## src/rtl/usart_fifo.sv

```systemverilog
// usart_fifo: USART with a 16x oversampled transmitter and receiver, each
// backed by a FIFO_DEPTH-entry FIFO. The TX FIFO is written with n_WR. The RX
// FIFO is first-word-fall-through and is popped with rd_en. Sticky error flags
// and an active-low interrupt report receive errors.
// Optional feature: define USART_PARITY_EN to send and check a parity bit
// (even parity when PARITY_ODD = 0, odd parity when PARITY_ODD = 1).
module usart_fifo #(
    parameter int CLK_HZ     = 50000000,
    parameter int BAUD       = 115200,
    parameter int DATA_BITS  = 8,
    parameter int FIFO_DEPTH = 16,
    parameter int PARITY_ODD = 0
) (
    input  logic                 CLK50M,
    input  logic                 RST,
    input  logic [DATA_BITS-1:0] DATA_IN,
    input  logic                 n_WR,
    output logic                 TxD,
    output logic                 Tx_RDY,
    output logic                 Tx_IDLE,
    input  logic                 RxD,
    output logic [DATA_BITS-1:0] DATA_OUT,
    output logic                 Rx_RDY,
    input  logic                 rd_en,
    output logic [2:0]           err,
    input  logic                 err_clr,
    output logic                 n_INT
);

    localparam int DIV = (CLK_HZ + 8 * BAUD) / (16 * BAUD);
    localparam int DW  = (DIV > 1) ? $clog2(DIV) : 1;
    localparam logic [DW-1:0] DIV_LAST = DW'(DIV - 1);
    localparam int AW  = (FIFO_DEPTH > 1) ? $clog2(FIFO_DEPTH) : 1;
    localparam int CW  = AW + 1;
    localparam logic [CW-1:0] DEPTH_C   = CW'(FIFO_DEPTH);
    localparam logic [2:0]    LAST_BIT  = 3'(DATA_BITS - 1);
    localparam logic [3:0]    TICK_LAST = 4'd15;
    localparam logic [3:0]    TICK_MID  = 4'd7;
    localparam logic          PAR_ODD   = (PARITY_ODD != 0);
`ifdef USART_PARITY_EN
    localparam logic          PAR_EN    = 1'b1;
`else
    localparam logic          PAR_EN    = 1'b0;
`endif

    typedef enum logic [2:0] {
        ST_IDLE   = 3'd0,
        ST_START  = 3'd1,
        ST_DATA   = 3'd2,
        ST_PARITY = 3'd3,
        ST_STOP   = 3'd4
    } state_t;

    // Parity bit that accompanies a character for the configured sense.
    function automatic logic parity_of(input logic [DATA_BITS-1:0] d);
        parity_of = (^d) ^ PAR_ODD;
    endfunction

    // Baud tick generator.
    logic [DW-1:0] div_cnt_r;
    logic          tick_s;

    // TX FIFO and shifter state.
    logic [DATA_BITS-1:0] tx_mem [FIFO_DEPTH];
    logic [AW-1:0]        tx_wr_ptr_r, tx_rd_ptr_r;
    logic [CW-1:0]        tx_count_r;
    logic                 tx_full_s, tx_empty_s, tx_push_s, tx_pop_s;
    state_t               tx_state_r;
    logic [3:0]           tx_tick_r;
    logic [2:0]           tx_bit_r;
    logic [DATA_BITS-1:0] tx_shift_r;
    logic                 tx_par_r;
    logic                 txd_r;

    // RX synchroniser, FIFO and FSM state.
    logic                 rxd_meta_r, rxd_sync_r, rxd_prev_r;
    logic [DATA_BITS-1:0] rx_mem [FIFO_DEPTH];
    logic [AW-1:0]        rx_wr_ptr_r, rx_rd_ptr_r;
    logic [CW-1:0]        rx_count_r;
    logic                 rx_full_s, rx_empty_s, rx_push_s, rx_pop_s;
    logic                 rx_stop_end_s;
    state_t               rx_state_r;
    logic [3:0]           rx_tick_r;
    logic [2:0]           rx_bit_r;
    logic [DATA_BITS-1:0] rx_shift_r;
    logic                 rx_wait_r;

    // Error reporting.
    logic [2:0]           err_set_s, err_next_s, err_r;
    logic                 n_int_r;

    assign tick_s     = (div_cnt_r == DIV_LAST);
    assign tx_full_s  = (tx_count_r == DEPTH_C);
    assign tx_empty_s = (tx_count_r == {CW{1'b0}});
    assign rx_full_s  = (rx_count_r == DEPTH_C);
    assign rx_empty_s = (rx_count_r == {CW{1'b0}});
    assign tx_push_s  = ~n_WR & ~tx_full_s;
    // A character leaves the FIFO on a tick, either from idle or right at the
    // end of a stop bit, which makes back-to-back frames gap-free.
    assign tx_pop_s   = tick_s & ~tx_empty_s &
                        ((tx_state_r == ST_IDLE) |
                         ((tx_state_r == ST_STOP) & (tx_tick_r == TICK_LAST)));
    assign rx_pop_s   = rd_en & ~rx_empty_s;

    assign TxD      = txd_r;
    assign Tx_RDY   = ~tx_full_s;
    assign Tx_IDLE  = (tx_state_r == ST_IDLE) & tx_empty_s;
    assign Rx_RDY   = ~rx_empty_s;
    assign DATA_OUT = rx_empty_s ? {DATA_BITS{1'b0}} : rx_mem[rx_rd_ptr_r];
    assign err      = err_r;
    assign n_INT    = n_int_r;

    // Free-running 16x oversampling divider shared by TX and RX.
    always_ff @(posedge CLK50M) begin
        if (RST || tick_s) begin
            div_cnt_r <= {DW{1'b0}};
        end else begin
            div_cnt_r <= div_cnt_r + 1'b1;
        end
    end

    // TX FIFO storage write.
    always_ff @(posedge CLK50M) begin
        if (tx_push_s) begin
            tx_mem[tx_wr_ptr_r] <= DATA_IN;
        end
    end

    // TX FIFO pointers and occupancy.
    always_ff @(posedge CLK50M) begin
        if (RST) begin
            tx_wr_ptr_r <= {AW{1'b0}};
            tx_rd_ptr_r <= {AW{1'b0}};
            tx_count_r  <= {CW{1'b0}};
        end else begin
            if (tx_push_s) tx_wr_ptr_r <= tx_wr_ptr_r + 1'b1;
            if (tx_pop_s)  tx_rd_ptr_r <= tx_rd_ptr_r + 1'b1;
            case ({tx_push_s, tx_pop_s})
                2'b10:   tx_count_r <= tx_count_r + 1'b1;
                2'b01:   tx_count_r <= tx_count_r - 1'b1;
                default: tx_count_r <= tx_count_r;
            endcase
        end
    end

    // TX frame sequencer: start, data LSB first, optional parity, stop.
    always_ff @(posedge CLK50M) begin
        if (RST) begin
            tx_state_r <= ST_IDLE;
            tx_tick_r  <= 4'd0;
            tx_bit_r   <= 3'd0;
            tx_shift_r <= {DATA_BITS{1'b0}};
            tx_par_r   <= 1'b0;
            txd_r      <= 1'b1;
        end else if (tx_pop_s) begin
            tx_state_r <= ST_START;
            tx_tick_r  <= 4'd0;
            tx_shift_r <= tx_mem[tx_rd_ptr_r];
            tx_par_r   <= parity_of(tx_mem[tx_rd_ptr_r]);
            txd_r      <= 1'b0;
        end else if (tick_s && tx_state_r != ST_IDLE) begin
            tx_tick_r <= tx_tick_r + 1'b1;
            if (tx_tick_r == TICK_LAST) begin
                case (tx_state_r)
                    ST_START: begin
                        tx_state_r <= ST_DATA;
                        tx_bit_r   <= 3'd0;
                        txd_r      <= tx_shift_r[0];
                        tx_shift_r <= tx_shift_r >> 1;
                    end
                    ST_DATA: begin
                        if (tx_bit_r == LAST_BIT) begin
                            tx_state_r <= PAR_EN ? ST_PARITY : ST_STOP;
                            txd_r      <= PAR_EN ? tx_par_r : 1'b1;
                        end else begin
                            tx_bit_r   <= tx_bit_r + 1'b1;
                            txd_r      <= tx_shift_r[0];
                            tx_shift_r <= tx_shift_r >> 1;
                        end
                    end
                    ST_PARITY: begin
                        tx_state_r <= ST_STOP;
                        txd_r      <= 1'b1;
                    end
                    default: begin
                        tx_state_r <= ST_IDLE;
                        txd_r      <= 1'b1;
                    end
                endcase
            end
        end
    end

    // Two-flop synchroniser for RxD plus a delayed copy for edge detection.
    always_ff @(posedge CLK50M) begin
        if (RST) begin
            rxd_meta_r <= 1'b1;
            rxd_sync_r <= 1'b1;
            rxd_prev_r <= 1'b1;
        end else begin
            rxd_meta_r <= RxD;
            rxd_sync_r <= rxd_meta_r;
            rxd_prev_r <= rxd_sync_r;
        end
    end

    // RX end-of-frame decisions and error events for this cycle.
    always_comb begin
        rx_stop_end_s = tick_s && (rx_state_r == ST_STOP) && !rx_wait_r &&
                        (rx_tick_r == TICK_LAST);
        rx_push_s     = 1'b0;
        err_set_s     = 3'b000;
        if (rx_stop_end_s && rxd_sync_r) begin
            if (!rx_full_s || rx_pop_s) begin
                rx_push_s = 1'b1;
            end else begin
                err_set_s[2] = 1'b1;
            end
        end else if (rx_stop_end_s) begin
            err_set_s[1] = 1'b1;
        end else begin
            rx_push_s = 1'b0;
        end
        if (PAR_EN && tick_s && (rx_state_r == ST_PARITY) &&
            (rx_tick_r == TICK_LAST) && (rxd_sync_r != parity_of(rx_shift_r))) begin
            err_set_s[0] = 1'b1;
        end else begin
            err_set_s[0] = 1'b0;
        end
    end

    // RX frame sampler; samples at mid-bit, waits out a broken stop bit.
    always_ff @(posedge CLK50M) begin
        if (RST) begin
            rx_state_r <= ST_IDLE;
            rx_tick_r  <= 4'd0;
            rx_bit_r   <= 3'd0;
            rx_shift_r <= {DATA_BITS{1'b0}};
            rx_wait_r  <= 1'b0;
        end else begin
            case (rx_state_r)
                ST_IDLE: begin
                    rx_tick_r <= 4'd0;
                    if (rxd_prev_r && !rxd_sync_r) rx_state_r <= ST_START;
                end
                ST_START: begin
                    if (tick_s) begin
                        rx_tick_r <= rx_tick_r + 1'b1;
                        if (rx_tick_r == TICK_MID) begin
                            rx_tick_r  <= 4'd0;
                            rx_bit_r   <= 3'd0;
                            rx_state_r <= rxd_sync_r ? ST_IDLE : ST_DATA;
                        end
                    end
                end
                ST_DATA: begin
                    if (tick_s) begin
                        rx_tick_r <= rx_tick_r + 1'b1;
                        if (rx_tick_r == TICK_LAST) begin
                            rx_shift_r <= {rxd_sync_r, rx_shift_r[DATA_BITS-1:1]};
                            if (rx_bit_r == LAST_BIT) begin
                                rx_state_r <= PAR_EN ? ST_PARITY : ST_STOP;
                            end else begin
                                rx_bit_r <= rx_bit_r + 1'b1;
                            end
                        end
                    end
                end
                ST_PARITY: begin
                    if (tick_s) begin
                        rx_tick_r <= rx_tick_r + 1'b1;
                        if (rx_tick_r == TICK_LAST) rx_state_r <= ST_STOP;
                    end
                end
                ST_STOP: begin
                    if (rx_wait_r) begin
                        if (rxd_sync_r) begin
                            rx_wait_r  <= 1'b0;
                            rx_state_r <= ST_IDLE;
                        end
                    end else if (tick_s) begin
                        rx_tick_r <= rx_tick_r + 1'b1;
                        if (rx_tick_r == TICK_LAST) begin
                            if (rxd_sync_r) rx_state_r <= ST_IDLE;
                            else            rx_wait_r  <= 1'b1;
                        end
                    end
                end
                default: rx_state_r <= ST_IDLE;
            endcase
        end
    end

    // RX FIFO storage write.
    always_ff @(posedge CLK50M) begin
        if (rx_push_s) begin
            rx_mem[rx_wr_ptr_r] <= rx_shift_r;
        end
    end

    // RX FIFO pointers and occupancy.
    always_ff @(posedge CLK50M) begin
        if (RST) begin
            rx_wr_ptr_r <= {AW{1'b0}};
            rx_rd_ptr_r <= {AW{1'b0}};
            rx_count_r  <= {CW{1'b0}};
        end else begin
            if (rx_push_s) rx_wr_ptr_r <= rx_wr_ptr_r + 1'b1;
            if (rx_pop_s)  rx_rd_ptr_r <= rx_rd_ptr_r + 1'b1;
            case ({rx_push_s, rx_pop_s})
                2'b10:   rx_count_r <= rx_count_r + 1'b1;
                2'b01:   rx_count_r <= rx_count_r - 1'b1;
                default: rx_count_r <= rx_count_r;
            endcase
        end
    end

    // Sticky error update; a new event wins over a simultaneous clear.
    always_comb begin
        if (err_clr) begin
            err_next_s = err_set_s;
        end else begin
            err_next_s = err_r | err_set_s;
        end
    end

    // Registered error flags and interrupt.
    always_ff @(posedge CLK50M) begin
        if (RST) begin
            err_r   <= 3'b000;
            n_int_r <= 1'b1;
        end else begin
            err_r   <= err_next_s;
            n_int_r <= ~|err_next_s;
        end
    end

endmodule

```

## config.mk

```make
export PLATFORM = sky130hd
export DESIGN_NAME = usart_fifo
export DESIGN_NICKNAME = d
export VERILOG_FILES = /design/src/rtl/usart_fifo.sv
export SDC_FILE = /design/constraint.sdc
export NUM_CORES = 1
export LEC_CHECK = 0
export BUFFER_PORTS_ARGS = -buffer_cell sky130_fd_sc_hd__buf_4
export CORE_MARGIN = 1
export CORE_UTILIZATION = 30
export DETAILED_ROUTE_END_ITERATION = 16
export HOLD_SLACK_MARGIN = 0.08
export PLACE_DENSITY = 0.51
export SYNTH_ARGS = -nofsm -noshare
export SYNTH_HDL_FRONTEND = slang
export SYNTH_SLANG_ARGS = --single-unit
```

## constraint.sdc

```tcl
create_clock -name CLK50M -period 3.6 [get_ports CLK50M]
set_clock_uncertainty 0.05 [all_clocks]
set_input_delay 0.54 -clock CLK50M [delete_from_list [all_inputs] [get_ports CLK50M]]
set_output_delay 0.54 -clock CLK50M [all_outputs]
set_load 0.05 [all_outputs]
```

==> results.toml <==
[status]
outcome = "finished clean"

[power_and_ir_drop]
p_clk_share_pct = 41.2
combPwrFrac_pct = 12.3
swShare_pct = 23.86
p_leak_nw = 5.250
ir_drop_uv = 321.8
power.switching_mw = 2.203
pwr-share-seq_pct = 46.5
p_int_mw = 7.030
finalPower_mw = 9.233
powerDensity_mw_per_mm2 = 575.0

[worst_setup_path]
crit_path_max_fanout = 5
cpMostUsedCell = "inv_1"
critPathRequiredTime_ns = 3.99
worstSetupPathType = "register to register"
start_kind = "register"
arrival_ns = 3.63
critPathMaxStageDelay_ns = 0.45
path_cells = "nor4_1 -> a211oi_1 -> nand2_1 -> inv_1 -> ha_1 -> inv_1 -> fa_1 -> nor2b_1 -> o21ai_0 -> and3_1 -> or4_1 -> a21oi_1"
slowest_stage = "a211oi_1"
crit_path_end_kind = "register"
reg2regPathDepth = 12

[synthesis]
yosys_warnings = 0
ys_seq_area_share_pct = 67.98
synth_most_common_cell = "edfxtp_1"
syn_inst = 863
synthFlopType = "edfxtp_1"
syn-num-nets = 902
yosysTopAreaCell = "edfxtp_1"
ys_ff_latch = 340
synth_cell_type_count = 64
synth_edf_count = 256
synth_top_area_share_pct = 55.78
async_reset_ff_share_pct = 0
synthTopCellsByArea = "edfxtp_1 56%, dfxtp_1 12%, mux4_2 12%"
yosys-top-cells-count = "256 x edfxtp_1, 86 x nor2_1, 84 x dfxtp_1"
synth_area_mm2 = 0.01378
synth.avg_cell_area_um2 = 15.97

[floorplanning]
die_area_mm2 = 0.04680
die_x_um = 216.3
io_pins = 30
die_h_um = 216.3
core_area_mm2 = 0.04538
start_util_pct = 30.37
fp-row-count = 78

[cts]
htree_levels = 2
cts_buffers = 37
cts_buffer_depth = 3
clkTransAtPathRegs_ns = 0.06
insertion_delay_ns = 0.53
post-cts-setup-buffers = 0
cts_tree = "yes"
cts_resized = 0
hold_buffers = 0
cts_root_buffer = "clkbuf_16"
clock-sinks = 340

[global_route]
grt_pass1_wl_um = 43570
gr-total-overflow = 0
antenna_found_initial = 0
grt_usage_pct = 12.01
grt_pass1_vias = 7484
grt_max_degree = 76

[layout]
multi_input_area_mm2 = 0.004174
diodes = 0
drive_gt1_share_pct = 22.81
fillers = 4305
post-route-util_pct = 35.38
fin_nets = 962
seq_area_mm2 = 0.009371
syn_to_final_growth_pct = 16.51

[sta]
finalHoldViolCount = 0
worstMarginPinSlew_ns = 0.9979
fin_setup_tns_ns = 0
post-route-min-period_ns = 3.241
relSlewSlack_pct = 31.75
finalSetupViolCount = 0
drv_slew = 0
max_freq_mhz = 308.5
hold_ws_ns = 0.1432
fin_crit_sh_pct = 90.03
rsz0062_at_grt = "no"

[drt]
ant_nets = 0
drc_errors = 0
wire_per_inst_um = 17.69
vias = 7204
drt-initial-drc-count = 420
drt_pass1_iterations = 5
vias_per_cell = 4.657
wirelength_um = 27370

[run]
maxCapViolCount = 0

[hold_path]
hold_depth = 2
hold_path_class = "input pin to register"

[place]
dp_hpwl_um = 17250
place_congestion = 0.7509
io_buffers = 29
per-layer routing:
| layer | part of all wire, % | vias to the layer above | track usage (%) |
|---|---|---|---|
| li1 | - | 3436 | - |
| met1 | 45 | 3611 | 15.54 |
| met2 | 49 | 113 | 20.22 |
| met3 | 3.6 | 44 | 2.288 |
| met4 | 2.3 | 0 | 3.850 |
| met5 | 0 | - | 0 |
cell usage in the layout, fill, tap and decap left out, types with 3 or more instances in the layout:
cell type / instances
edfxtp_1: 256
nor2_1: 86
dfxtp_1: 82
mux4_2: 72
buf_4: 62
clkbuf_16: 39
a21oi_1: 36
nand2_1: 27
ha_1: 24
mux2i_1: 22
nor3_1: 20
inv_1: 17
nand3_1: 16
nand2b_1: 16
nor2b_1: 15
xor2_1: 12
o21ai_0: 11
xnor2_1: 11
a22oi_1: 9
mux2_2: 8
clkbuf_1: 8
nor3b_1: 7
o22ai_1: 7
and3_1: 5
a211oi_1: 4
or2_2: 4
clkinv_1: 4
bufinv_16: 4
or3b_2: 3
nand3b_1: 3
nand4_1: 3
or3_1: 3
worst max-delay path, delay by kind of cell, from the launching register on:
family	cells	cell delay, ns
compound gates	3	0.71
fa+ha+maj	2	0.66
buf+inv	2	0.31
flops	1	0.38
simple gates	5	1.06
flip-flops by register name, indices dropped and copies added, names as in the netlist, 5 cells and up, named ones only:
register / cells
rx_count_r: 5
rx_shift_r: 8
rx_mem: 128
div_cnt_r: 5
tx_shift_r: 8
tx_count_r: 5
tx_mem: 128
kinds of logic (layout without fill, tap and decap cells):
logic type | after synthesis | after routing | synth area share (%)
multiplexers | 104 | 104 | 14.18
flip-flops | 340 | 340 | 67.98
XOR/XNOR | 23 | 23 | 1.462
AND/OR/NAND/NOR | 225 | 225 | 8.307
AO/OA/AOI/OAI | 87 | 87 | 3.940
buffers and inverters | 59 | 143 | 1.807
adder cells (fa/ha/maj) | 25 | 25 | 2.324
path summary, 6_finish.rpt:
check / slack, ns / end / from
setup reg to reg: 0.36 / tx_count_r[4]$_SDFFE_PP0P_ / tx_count_r[0]$_SDFFE_PP0P_
hold reg to reg: 0.39 / rxd_sync_r$_SDFF_PP1_ / rxd_meta_r$_SDFF_PP1_
setup / recovery: 0.36 / tx_count_r[4]$_SDFFE_PP0P_ / tx_count_r[0]$_SDFFE_PP0P_
hold / removal: 0.14 / err[0]$_SDFF_PP0_ / err_clr
area by class of cell:
type | instances | area share, %
sequential | 340 | 58.36
multi-input combinational | 464 | 25.99
clock buffer | 49 | 6.436
tap | 600 | 4.675
timing repair buffer | 63 | 3.023
clock inverter | 14 | 1.114
inverter | 17 | 0.3974
power by group through the flow:
stage / clock, mW / combinational (mW) / sequential (mW)
2_1_floorplan: 0 / 0.827 / 4.36
3_3_place_gp: 0 / 1.16 / 4.38
3_5_place_dp: 0 / 1.16 / 4.38
4_1_cts: 3.91 / 1.17 / 4.30
5_1_grt: 4.07 / 1.23 / 4.30
6_report: 3.80 / 1.13 / 4.30
metrics by stage:
step                      setup WS [ns]  cells  area (um^2)
after floorplan                  0.5023    863        13780
final                            0.3589   1547        16060
after CTS                        0.2743   1547        16050
after global routing            0.05528   1547        16060
after detailed placement         0.3084   1484        14840
after global placement           0.3614   1484        14840
(Power assumes the default switching activity.)
